--- src/rtl/aes_pkg.sv ---
// ----------------------------------------------------------------------------
// aes_pkg
// Shared AES-128 key-schedule constants and the key-schedule sequencer state
// type. Imported by aes_rk_store and aes_key_sched_ctrl.
//   AES_KEY_W  : width of a cipher key / round key
//   AES_NUM_RND: number of key-expansion rounds
//   AES_NUM_RK : number of banked round keys (cipher key + one per round)
// ----------------------------------------------------------------------------
package aes_pkg;

  localparam int AES_KEY_W   = 128;
  localparam int AES_NUM_RND = 10;
  localparam int AES_NUM_RK  = AES_NUM_RND + 1;

  typedef enum logic [1:0] {
    IDLE  = 2'd0,
    ISSUE = 2'd1,
    WAIT  = 2'd2,
    DONE  = 2'd3
  } ks_state_t;

  // A new cipher key may only be taken while no expansion is running.
  function automatic logic ks_accepts_key(input ks_state_t s);
    return (s == IDLE) || (s == DONE);
  endfunction

endpackage

--- src/rtl/aes_rk_store.sv ---
// ----------------------------------------------------------------------------
// aes_rk_store
// Round-key register file: DEPTH entries of KEY_W bits.
//   clk, rst         : clock, synchronous active-high reset (read data only;
//                      the key array itself is never cleared)
//   we/waddr/wdata   : single write port
//   araddr -> ardata : asynchronous read port (previous key for aes_key_gen)
//   rd_en/rd_clr/rd_addr -> rd_data : registered read port (cipher core).
//                      rd_clr forces the registered data to zero, rd_en loads
//                      the addressed entry, neither holds the last value.
// ----------------------------------------------------------------------------
module aes_rk_store
  import aes_pkg::*;
#(
  parameter int KEY_W = AES_KEY_W,
  parameter int DEPTH = AES_NUM_RK,
  parameter int AW    = 4
) (
  input  logic             clk,
  input  logic             rst,
  input  logic             we,
  input  logic [AW-1:0]    waddr,
  input  logic [KEY_W-1:0] wdata,
  input  logic [AW-1:0]    araddr,
  output logic [KEY_W-1:0] ardata,
  input  logic             rd_en,
  input  logic             rd_clr,
  input  logic [AW-1:0]    rd_addr,
  output logic [KEY_W-1:0] rd_data
);

  logic [KEY_W-1:0] mem_q [DEPTH];
  logic [KEY_W-1:0] rd_data_q;
  logic [KEY_W-1:0] rd_data_d;

  // Key storage carries no reset: validity is tracked by the controller.
  always_ff @(posedge clk) begin
    if (we && (int'(waddr) < DEPTH)) begin
      mem_q[waddr] <= wdata;
    end
  end

  assign ardata = (int'(araddr) < DEPTH) ? mem_q[araddr] : '0;

  always_comb begin
    rd_data_d = rd_data_q;
    if (rd_clr) begin
      rd_data_d = '0;
    end else if (rd_en && (int'(rd_addr) < DEPTH)) begin
      rd_data_d = mem_q[rd_addr];
    end
  end

  always_ff @(posedge clk) begin
    if (rst) begin
      rd_data_q <= '0;
    end else begin
      rd_data_q <= rd_data_d;
    end
  end

  assign rd_data = rd_data_q;

endmodule

--- src/rtl/aes_key_sched_ctrl.sv ---
// ----------------------------------------------------------------------------
// aes_key_sched_ctrl
// Sequences an external aes_key_gen through the AES-128 key expansion and
// banks the resulting round keys (index 0 = cipher key) for the cipher core.
//   clk, rst            : clock, synchronous active-high reset
//   i_key_vld, i_key    : cipher-key offer, taken when o_key_rdy=1
//   o_key_rdy           : controller idle or finished, can take a key
//   o_kg_en             : one-cycle start pulse to aes_key_gen
//   o_kg_round_num      : round index for aes_key_gen
//   o_kg_pre_key        : previous round key for aes_key_gen
//   i_kg_next_key       : next round key returned by aes_key_gen
//   i_rk_rd_en, i_rk_addr -> o_rk, o_rk_vld, o_rk_err : round-key read port,
//                         one-cycle latency
//   o_busy              : expansion in progress
//   o_keys_ready        : full round-key set valid
// Each round takes one ISSUE cycle plus KG_LAT WAIT cycles.
// ----------------------------------------------------------------------------
module aes_key_sched_ctrl
  import aes_pkg::*;
#(
  parameter int KEY_W   = AES_KEY_W,
  parameter int NUM_RND = AES_NUM_RND,
  parameter int KG_LAT  = 1
) (
  input  logic             clk,
  input  logic             rst,
  input  logic             i_key_vld,
  input  logic [KEY_W-1:0] i_key,
  output logic             o_key_rdy,
  output logic             o_kg_en,
  output logic [3:0]       o_kg_round_num,
  output logic [KEY_W-1:0] o_kg_pre_key,
  input  logic [KEY_W-1:0] i_kg_next_key,
  input  logic             i_rk_rd_en,
  input  logic [3:0]       i_rk_addr,
  output logic [KEY_W-1:0] o_rk,
  output logic             o_rk_vld,
  output logic             o_rk_err,
  output logic             o_busy,
  output logic             o_keys_ready
);

  localparam int         NUM_RK   = NUM_RND + 1;
  localparam int         CNT_W    = 3;
  localparam logic [3:0] RND_LAST = 4'(NUM_RND - 1);
  localparam logic [3:0] ADDR_MAX = 4'(NUM_RND);

  // Sequencer state
  ks_state_t        state_q, state_d;
  logic [3:0]       rnd_q, rnd_d;
  logic [CNT_W-1:0] cnt_q, cnt_d;
  logic             keys_ready_q, keys_ready_d;

  // Registered outputs
  logic             kg_en_q, kg_en_d;
  logic             key_rdy_q, key_rdy_d;
  logic             busy_q, busy_d;
  logic             rk_vld_q, rk_vld_d;
  logic             rk_err_q, rk_err_d;

  // Round-key store ports
  logic             rk_we;
  logic [3:0]       rk_waddr;
  logic [KEY_W-1:0] rk_wdata;
  logic [KEY_W-1:0] rk_pre_key;
  logic             rd_ok;
  logic             rd_bad;

  aes_rk_store #(
    .KEY_W (KEY_W),
    .DEPTH (NUM_RK),
    .AW    (4)
  ) u_rk_store (
    .clk     (clk),
    .rst     (rst),
    .we      (rk_we),
    .waddr   (rk_waddr),
    .wdata   (rk_wdata),
    .araddr  (rnd_q),
    .ardata  (rk_pre_key),
    .rd_en   (rd_ok),
    .rd_clr  (rd_bad),
    .rd_addr (i_rk_addr),
    .rd_data (o_rk)
  );

  always_comb begin
    state_d      = state_q;
    rnd_d        = rnd_q;
    cnt_d        = cnt_q;
    keys_ready_d = keys_ready_q;
    rk_we        = 1'b0;
    rk_waddr     = '0;
    rk_wdata     = '0;

    case (state_q)
      IDLE, DONE: begin
        // A rekey from DONE invalidates the bank on the accept edge.
        if (i_key_vld && key_rdy_q) begin
          rk_we        = 1'b1;
          rk_waddr     = '0;
          rk_wdata     = i_key;
          rnd_d        = '0;
          cnt_d        = '0;
          keys_ready_d = 1'b0;
          state_d      = ISSUE;
        end
      end

      ISSUE: begin
        cnt_d   = CNT_W'(KG_LAT);
        state_d = WAIT;
      end

      WAIT: begin
        cnt_d = cnt_q - CNT_W'(1);
        // Count of 1 marks the cycle aes_key_gen's result is valid.
        if (cnt_q == CNT_W'(1)) begin
          rk_we    = 1'b1;
          rk_waddr = rnd_q + 4'd1;
          rk_wdata = i_kg_next_key;
          if (rnd_q == RND_LAST) begin
            keys_ready_d = 1'b1;
            state_d      = DONE;
          end else begin
            rnd_d   = rnd_q + 4'd1;
            state_d = ISSUE;
          end
        end
      end

      default: begin
        state_d = IDLE;
      end
    endcase

    // Status outputs are registered from the next state so they line up
    // with the state they describe.
    kg_en_d   = (state_d == ISSUE);
    key_rdy_d = ks_accepts_key(state_d);
    busy_d    = !ks_accepts_key(state_d);
  end

  // Read port: judged against the pre-edge bank, so a read that coincides
  // with a rekey accept still returns the old key set.
  always_comb begin
    rd_ok    = i_rk_rd_en && keys_ready_q && (i_rk_addr <= ADDR_MAX);
    rd_bad   = i_rk_rd_en && !rd_ok;
    rk_vld_d = rd_ok;
    rk_err_d = rd_bad;
  end

  always_ff @(posedge clk) begin
    if (rst) begin
      state_q      <= IDLE;
      rnd_q        <= '0;
      cnt_q        <= '0;
      keys_ready_q <= 1'b0;
      kg_en_q      <= 1'b0;
      key_rdy_q    <= 1'b1;
      busy_q       <= 1'b0;
      rk_vld_q     <= 1'b0;
      rk_err_q     <= 1'b0;
    end else begin
      state_q      <= state_d;
      rnd_q        <= rnd_d;
      cnt_q        <= cnt_d;
      keys_ready_q <= keys_ready_d;
      kg_en_q      <= kg_en_d;
      key_rdy_q    <= key_rdy_d;
      busy_q       <= busy_d;
      rk_vld_q     <= rk_vld_d;
      rk_err_q     <= rk_err_d;
    end
  end

  assign o_key_rdy      = key_rdy_q;
  assign o_kg_en        = kg_en_q;
  assign o_kg_round_num = rnd_q;
  // The previous key is only presented while an expansion is running;
  // it stays stable through WAIT because rk[rnd] is not rewritten there.
  assign o_kg_pre_key   = busy_q ? rk_pre_key : '0;
  assign o_rk_vld       = rk_vld_q;
  assign o_rk_err       = rk_err_q;
  assign o_busy         = busy_q;
  assign o_keys_ready   = keys_ready_q;

endmodule

--- config.mk ---
export PLATFORM = sky130hd
export DESIGN_NAME = aes_key_sched_ctrl
export DESIGN_NICKNAME = d
export VERILOG_FILES = /design/src/rtl/aes_pkg.sv /design/src/rtl/aes_rk_store.sv /design/src/rtl/aes_key_sched_ctrl.sv
export SDC_FILE = /design/constraint.sdc
export NUM_CORES = 2
export LEC_CHECK = 0
export BUFFER_PORTS_ARGS = -buffer_cell sky130_fd_sc_hd__buf_2
export CAP_MARGIN = 20
export CORE_MARGIN = 2
export CORE_UTILIZATION = 61
export DETAILED_ROUTE_END_ITERATION = 16
export PLACE_DENSITY = 0.81
export SLEW_MARGIN = 10
export SYNTH_ARGS = -nofsm -noshare
export SYNTH_HDL_FRONTEND = slang
export SYNTH_SLANG_ARGS = --single-unit
--- constraint.sdc ---
create_clock -name clk -period 11.51 [get_ports clk]
set_input_delay 0 -clock clk [delete_from_list [all_inputs] [get_ports clk]]
set_output_delay 0 -clock clk [all_outputs]
set_load 0.005 [all_outputs]
=== After elaboration in Yosys (flattened, before gate mapping) ===
Memory sizes are Yosys's and may differ from the RTL's. A register that Yosys moved wholly into a read port is not among the register bits.
Index checks and enable logic that the tools add are counted.

* Add/sub/neg operators: 2
* $lt $le $gt $ge: 4
* Equality and inequality tests: 11
* Muxes and demuxes: 28
* Reduce and logical (&&, ||, !) cells: 16

{| class="wikitable"
|+ Operators with widths
! kind !! count
|-
| two-way mux 128 bit || 4
|-
| case mux 128 bit (2 select lines) || 1
|-
| two-way mux 4 bit || 7
|-
| less-than comparator 4 bit, second input constant || 3
|-
| case mux 3 bit (3 select lines) || 1
|-
| != test 2 bit, second input constant || 4
|-
| case mux 4 bit (2 select lines) || 1
|-
| AND reduction 4 bit || 2
|-
| two-way mux 1 bit || 7
|-
| == test 2 bit, second input constant || 3
|-
| logical AND 1 bit || 6
|-
| two-way mux 2 bit || 3
|-
| case mux 2 bit (3 select lines) || 1
|-
| adder 4 x 1 -> 4 bit, second input constant || 1
|-
| == test 2 x 1 -> 1 bit, second input constant || 2
|-
| == test 4 bit, second input constant || 1
|-
| less-or-equal comparator 4 bit, second input constant || 1
|-
| zero test 2 bit || 2
|-
| case mux 1 bit (2 select lines) || 2
|-
| OR reduction 2 bit || 2
|-
| == test 3 x 1 -> 1 bit, second input constant || 1
|-
| two-way mux 3 bit || 1
|-
| subtractor 3 x 1 -> 3 bit, second input constant || 1
|-
| zero test 1 bit || 2
|-
| 2 further kinds || 2
|}

* Flip-flop bits (word level): 15
* Bits in writable memories: 1408
* Bits of input ports: 264
* Output and inout port bits: 266
* Logic and storage cells: 71
* Memories: 1

{| class="wikitable"
|+ Memories
! name !! depth !! bits a word !! read ports !! clocked after Yosys merged registers in !! wr ports !! RTL line !! text
|-
| u_rk_store.mem_q || 11 || 128 || 2 || 2 || 1 || aes_rk_store.sv:32 || <nowiki>logic [KEY_W-1:0] mem_q [DEPTH];</nowiki>
|}

=== Depth between registers and ports, before layout ===
* Depth after elaboration: 7
* Mapped depth: 10
* Gate-level depth less buffers: 8

=== Hierarchy ===
From an unflattened synthesis, not the netlist that was laid out.

* Cells, all modules: 5086
* Area total of the unflattened synthesis: 73513.0 µm²

{| class="wikitable"
|+ Modules (own cells, without submodules)
! module !! instances !! cells an instance !! area each (µm²) !! sequential area each (µm²)
|-
| aes_rk_store || 1 || 4543 || 70111.0 || 44843.0
|-
| aes_key_sched_ctrl || 1 || 543 || 3402.0 || 300.3
|}

=== Worst setup path after synthesis ===
OpenSTA, ideal clock, no wires.

* Path type: register to register
* From: register state_q[0]
* To: memory u_rk_store.mem_q[3][0] (netlist name), enable pin
* Setup time: 772 ps
* Data arrival time: 9755 ps
* Required time: 10738 ps
* Path slack: 983 ps
* Stages on the path, launching flop included: 8
* Buffers on the path: 1
* Clock period less this slack: 10527 ps
* Cells stage by stage: dfxtp_1 > inv_1 > ha_1 > buf_2 > nand3b_1 > nor3_1 > nand2_1 > nor3_1

* Longest elaborated chain between the ends: 6
* Elaborated cells on any way between the ends: 10
* Classes of those cells: 1 x order compare; 2 x eq/ne; 4 x mux; 3 x reduce/logical

{| class="wikitable"
|+ Ends and longest elaborated chain
! what !! RTL line !! text
|-
| start, declared || aes_key_sched_ctrl.sv:49 || <nowiki>ks_state_t state_q, state_d;</nowiki>
|-
| start signal, assigned || aes_key_sched_ctrl.sv:165 || <nowiki>state_q <= state_d;</nowiki>
|-
| == test 2 bit or zero test 2 bit (tied branches) || aes_key_sched_ctrl.sv:96 || <nowiki>case (state_q)</nowiki>
|-
| two-way mux 4 bit or OR reduction 2 bit (tied branches) || - ||
|-
| less-than comparator 4 bit or case mux 1 bit (2 select lines) (tied branches) || aes_rk_store.sv:38, aes_key_sched_ctrl.sv:96 ||
|-
| logical AND 1 bit || aes_rk_store.sv:38 || <nowiki>if (we && (int'(waddr) < DEPTH)) begin</nowiki>
|-
| two-way mux 1 bit || aes_rk_store.sv:38 ||
|-
| two-way mux 1 bit (not written as such) || aes_rk_store.sv:39 || <nowiki>mem_q[waddr] <= wdata;</nowiki>
|-
| end, declared || aes_rk_store.sv:32 ||
|}

Several ways; a longest one is shown, not always the timed one.

==> metrics <==
Synth async-reset ratio 0%; drt via density slightly above 7; I/O Buffers 529; Iteration-0 DRC Markers approximately 7000; Final Skew between 20 and 30 ps; r2r endpoint u_rk_store.mem_q[2][8]; Post-CTS Resized 0; Die X-Extent about 350 um; Worst VDD drop approximately 0.20 mV; cells after synthesis about 4600; Max Clock Freq around 0.21 GHz; area grow syn2layout 14.0%; Initial Util about three fifths; final slew viol count 0; Top Ports between 500 and 600; clock slew at reported path FFs about 60 ps; Synth area leader edfxtp_1; M1 wire length 77800 um; Max Cap Viol 0; fillers about 7300; antenna-violating nets left 0; Placer Congestion about 0.85; Setup TNS 0 ps; number of vias in the routed layout a little under 50000; Antenna diodes 0; final number of setup-violating endpoints 0; final worst-path cycle share approximately two fifths; Worst Path Arrival ~4800 ps; global-route wire length before repair between 300000 and 400000 um; Leakage between 20 and 30 nW; uppermost layer routed met5; Critical Path End Type primary output; Hold Path Depth 3; CP startpoint kind flip-flop; R2R Setup Slk ~7000 ps; Die ar. about 120000 sq um; DR WL met2 101000 um; Post-synth top cells edfxtp_1 (1408), mux2i_1 (765), nor2_1 (402); ys flop type edfxtp_1; Post-DP HPWL ~110000 um; num rows around 130; top area cells in the synthesized netlist edfxtp_1 (59%), mux2i_1 (11%), mux4_2 (8.1%); Clock Sinks 1555; yosys warns 0; Worst EP required ~12000 ps; fin crit period between 4000 and 5000 ps; pwr dens approximately 170 nW/um^2; post-synth top area share about 59%; wire length on met3 about 27000 um; H-Tree Level Count 4; largest net degree at the start of global routing 135; root buffer cell clkbuf_16; post-synth cell types 49; critical path class flip-flop to primary output; Routed wire per std cell 32.0 um; CTS tree done; outcome complete, no violations; FF+latch count, synth roughly 1600; initial antenna violation count 5; drt total wl between 200000 and 250000 um; Post-synth EDFFs 1408; synthesized area roughly 71000 sq um; Clock Path Buffers 3; r2r startpoint state_q[0]; hold_ws ~26 ps; Final Hold Fails 0; Worst Hold Launch i_kg_next_key[16]; nets 5400; Residual DRC 0; total track usage between 30% and 40%; Placeable Area ~120000 sq um; Die H between 300 and 400 um; vias in the first global route 49600; layout cell share with drive strength beyond 1 a little under a quarter; syn nets 4896; Least-Margin Pin Slew between 1000 and 1500 ps; post-synthesis sequential area ratio a little over three fifths; Avg Inst Size Synth between 15 and 20 sq um; crit-path max FO 51; Worst Reg-to-Reg Cells 7; RSZ-0062 raised after global routing false; hold endpoint u_rk_store.mem_q[5][16]; drt pass-1 iters 6; Hold Crit Class input port to flip-flop; top-count cell post-synth edfxtp_1; Slew headroom 18.3%; total CTS buffers 157; grt ovf 0; latest clock arrival within the worst-skew pair between 700 and 800 ps; Post-Route Utilization between 70% and 80%
## flip-flops by register name, summed over array words and instances (netlist names), named ones only
register            cells
cnt_q                   3
o_busy                  1
o_key_rdy               1
o_keys_ready            1
o_kg_en                 1
o_kg_round_num          4
o_rk_err                1
o_rk_vld                1
state_q                 2
u_rk_store.mem_q     1408
u_rk_store.rd_data    128
## area by class of cell
cell class	count	area (sq um)	area share [%]
multi-input cells	2658	24400	29.9
clock inverters	67	621	0.762
flip-flops and latches	1555	45200	55.5
well taps	1524	1910	2.34
repair buffers	745	4820	5.92
clock buffers	220	4450	5.47
inverters	11	41.3	0.0507
## kinds of logic after synthesis
group | count (synthesis) | synth area share (%)
adder cells (fa/ha/maj) | 8 | 0.140
multiplexers | 1150 | 20.9
AO/OA/AOI/OAI | 797 | 8.78
XOR/XNOR | 4 | 0.0490
AND/OR/NAND/NOR | 699 | 4.05
flip-flops | 1555 | 63.3
buffers and inverters | 411 | 2.83
## per-stage QoR
step | cell area, sq um | power, mW | worst slack, ps | instances
2_1_floorplan | 71400 | 8.21 | 983 | 4624
3_3_place_gp | 74900 | 9.05 | 7230 | 6351
3_5_place_dp | 74900 | 9.11 | 7150 | 6351
4_1_cts | 81400 | 14.2 | 6610 | 6780
5_1_grt | 81400 | 14.6 | 6410 | 6780
6_report | 81400 | 14.2 | 6710 | 6780
## power breakdown
part           switching (mW)  internal (mW)  leakage (nW)  total [mW]
logic                    1.55          0.781          12.0        2.33
registers               0.107           6.74          14.2        6.85
clock network            2.12           2.92          2.48        5.05
total                    3.78           10.4          28.7        14.2
## per-layer routing
| layer | GRT usage [%] | vias up |
|---|---|---|
| met3 | 7.92 | 714 |
| met1 | 47.2 | 24255 |
| li1 | - | 19822 |
| met2 | 55.5 | 3868 |
| met5 | 0 | - |
| met4 | 17.9 | 6 |
## worst max-delay path, stage by stage, from the launching register on
cell and delay (ps):
dfxtp_4 970, buf_4 880, buf_4 870, mux4_2 600, a221o_1 420, buf_2 150
## cell usage in the layout, fill, tap and decap left out, types with 4 or more instances in the layout
cell type,n
nand2b_1,5
dlygate4sd3_1,142
a22oi_1,255
o21ai_0,130
clkinv_1,22
buf_2,524
mux2_2,127
nor2b_1,4
clkinv_2,23
bufinv_16,10
a221o_1,127
mux2i_1,765
buf_4,62
clkbuf_1,41
edfxtp_1,1408
nor2_1,394
clkbuf_8,16
ha_1,7
dfxtp_1,145
buf_12,12
nand3_1,4
buf_8,4
nor3_1,127
clkbuf_16,163
a21oi_1,12
nor2_4,11
inv_1,11
nand2_1,134
a221oi_1,254
clkinvlp_4,4
mux4_2,258
## worst max-delay path by stage
stage	from	end	slack [ps]	cells past startpoint
2_1_floorplan	state_q[0]	u_rk_store.mem_q[3][0]	980	7
6_report	flip-flop	o_kg_pre_key[118]	6710	5
4_1_cts	flip-flop	o_kg_pre_key[6]	6610	5
3_5_place_dp	state_q[0]	u_rk_store.mem_q[0][116]	7150	7
3_3_place_gp	state_q[0]	u_rk_store.mem_q[0][107]	7230	7
5_1_grt	flip-flop	o_kg_pre_key[6]	6410	5
## what timing repair did
item	4_1_cts	5_1_grt
buffers inserted	0	0
hold buffers	142	0
setup endpoints to repair	0	0
hold endpoints to repair	799	0
Power figures use the tool's default switching activity.
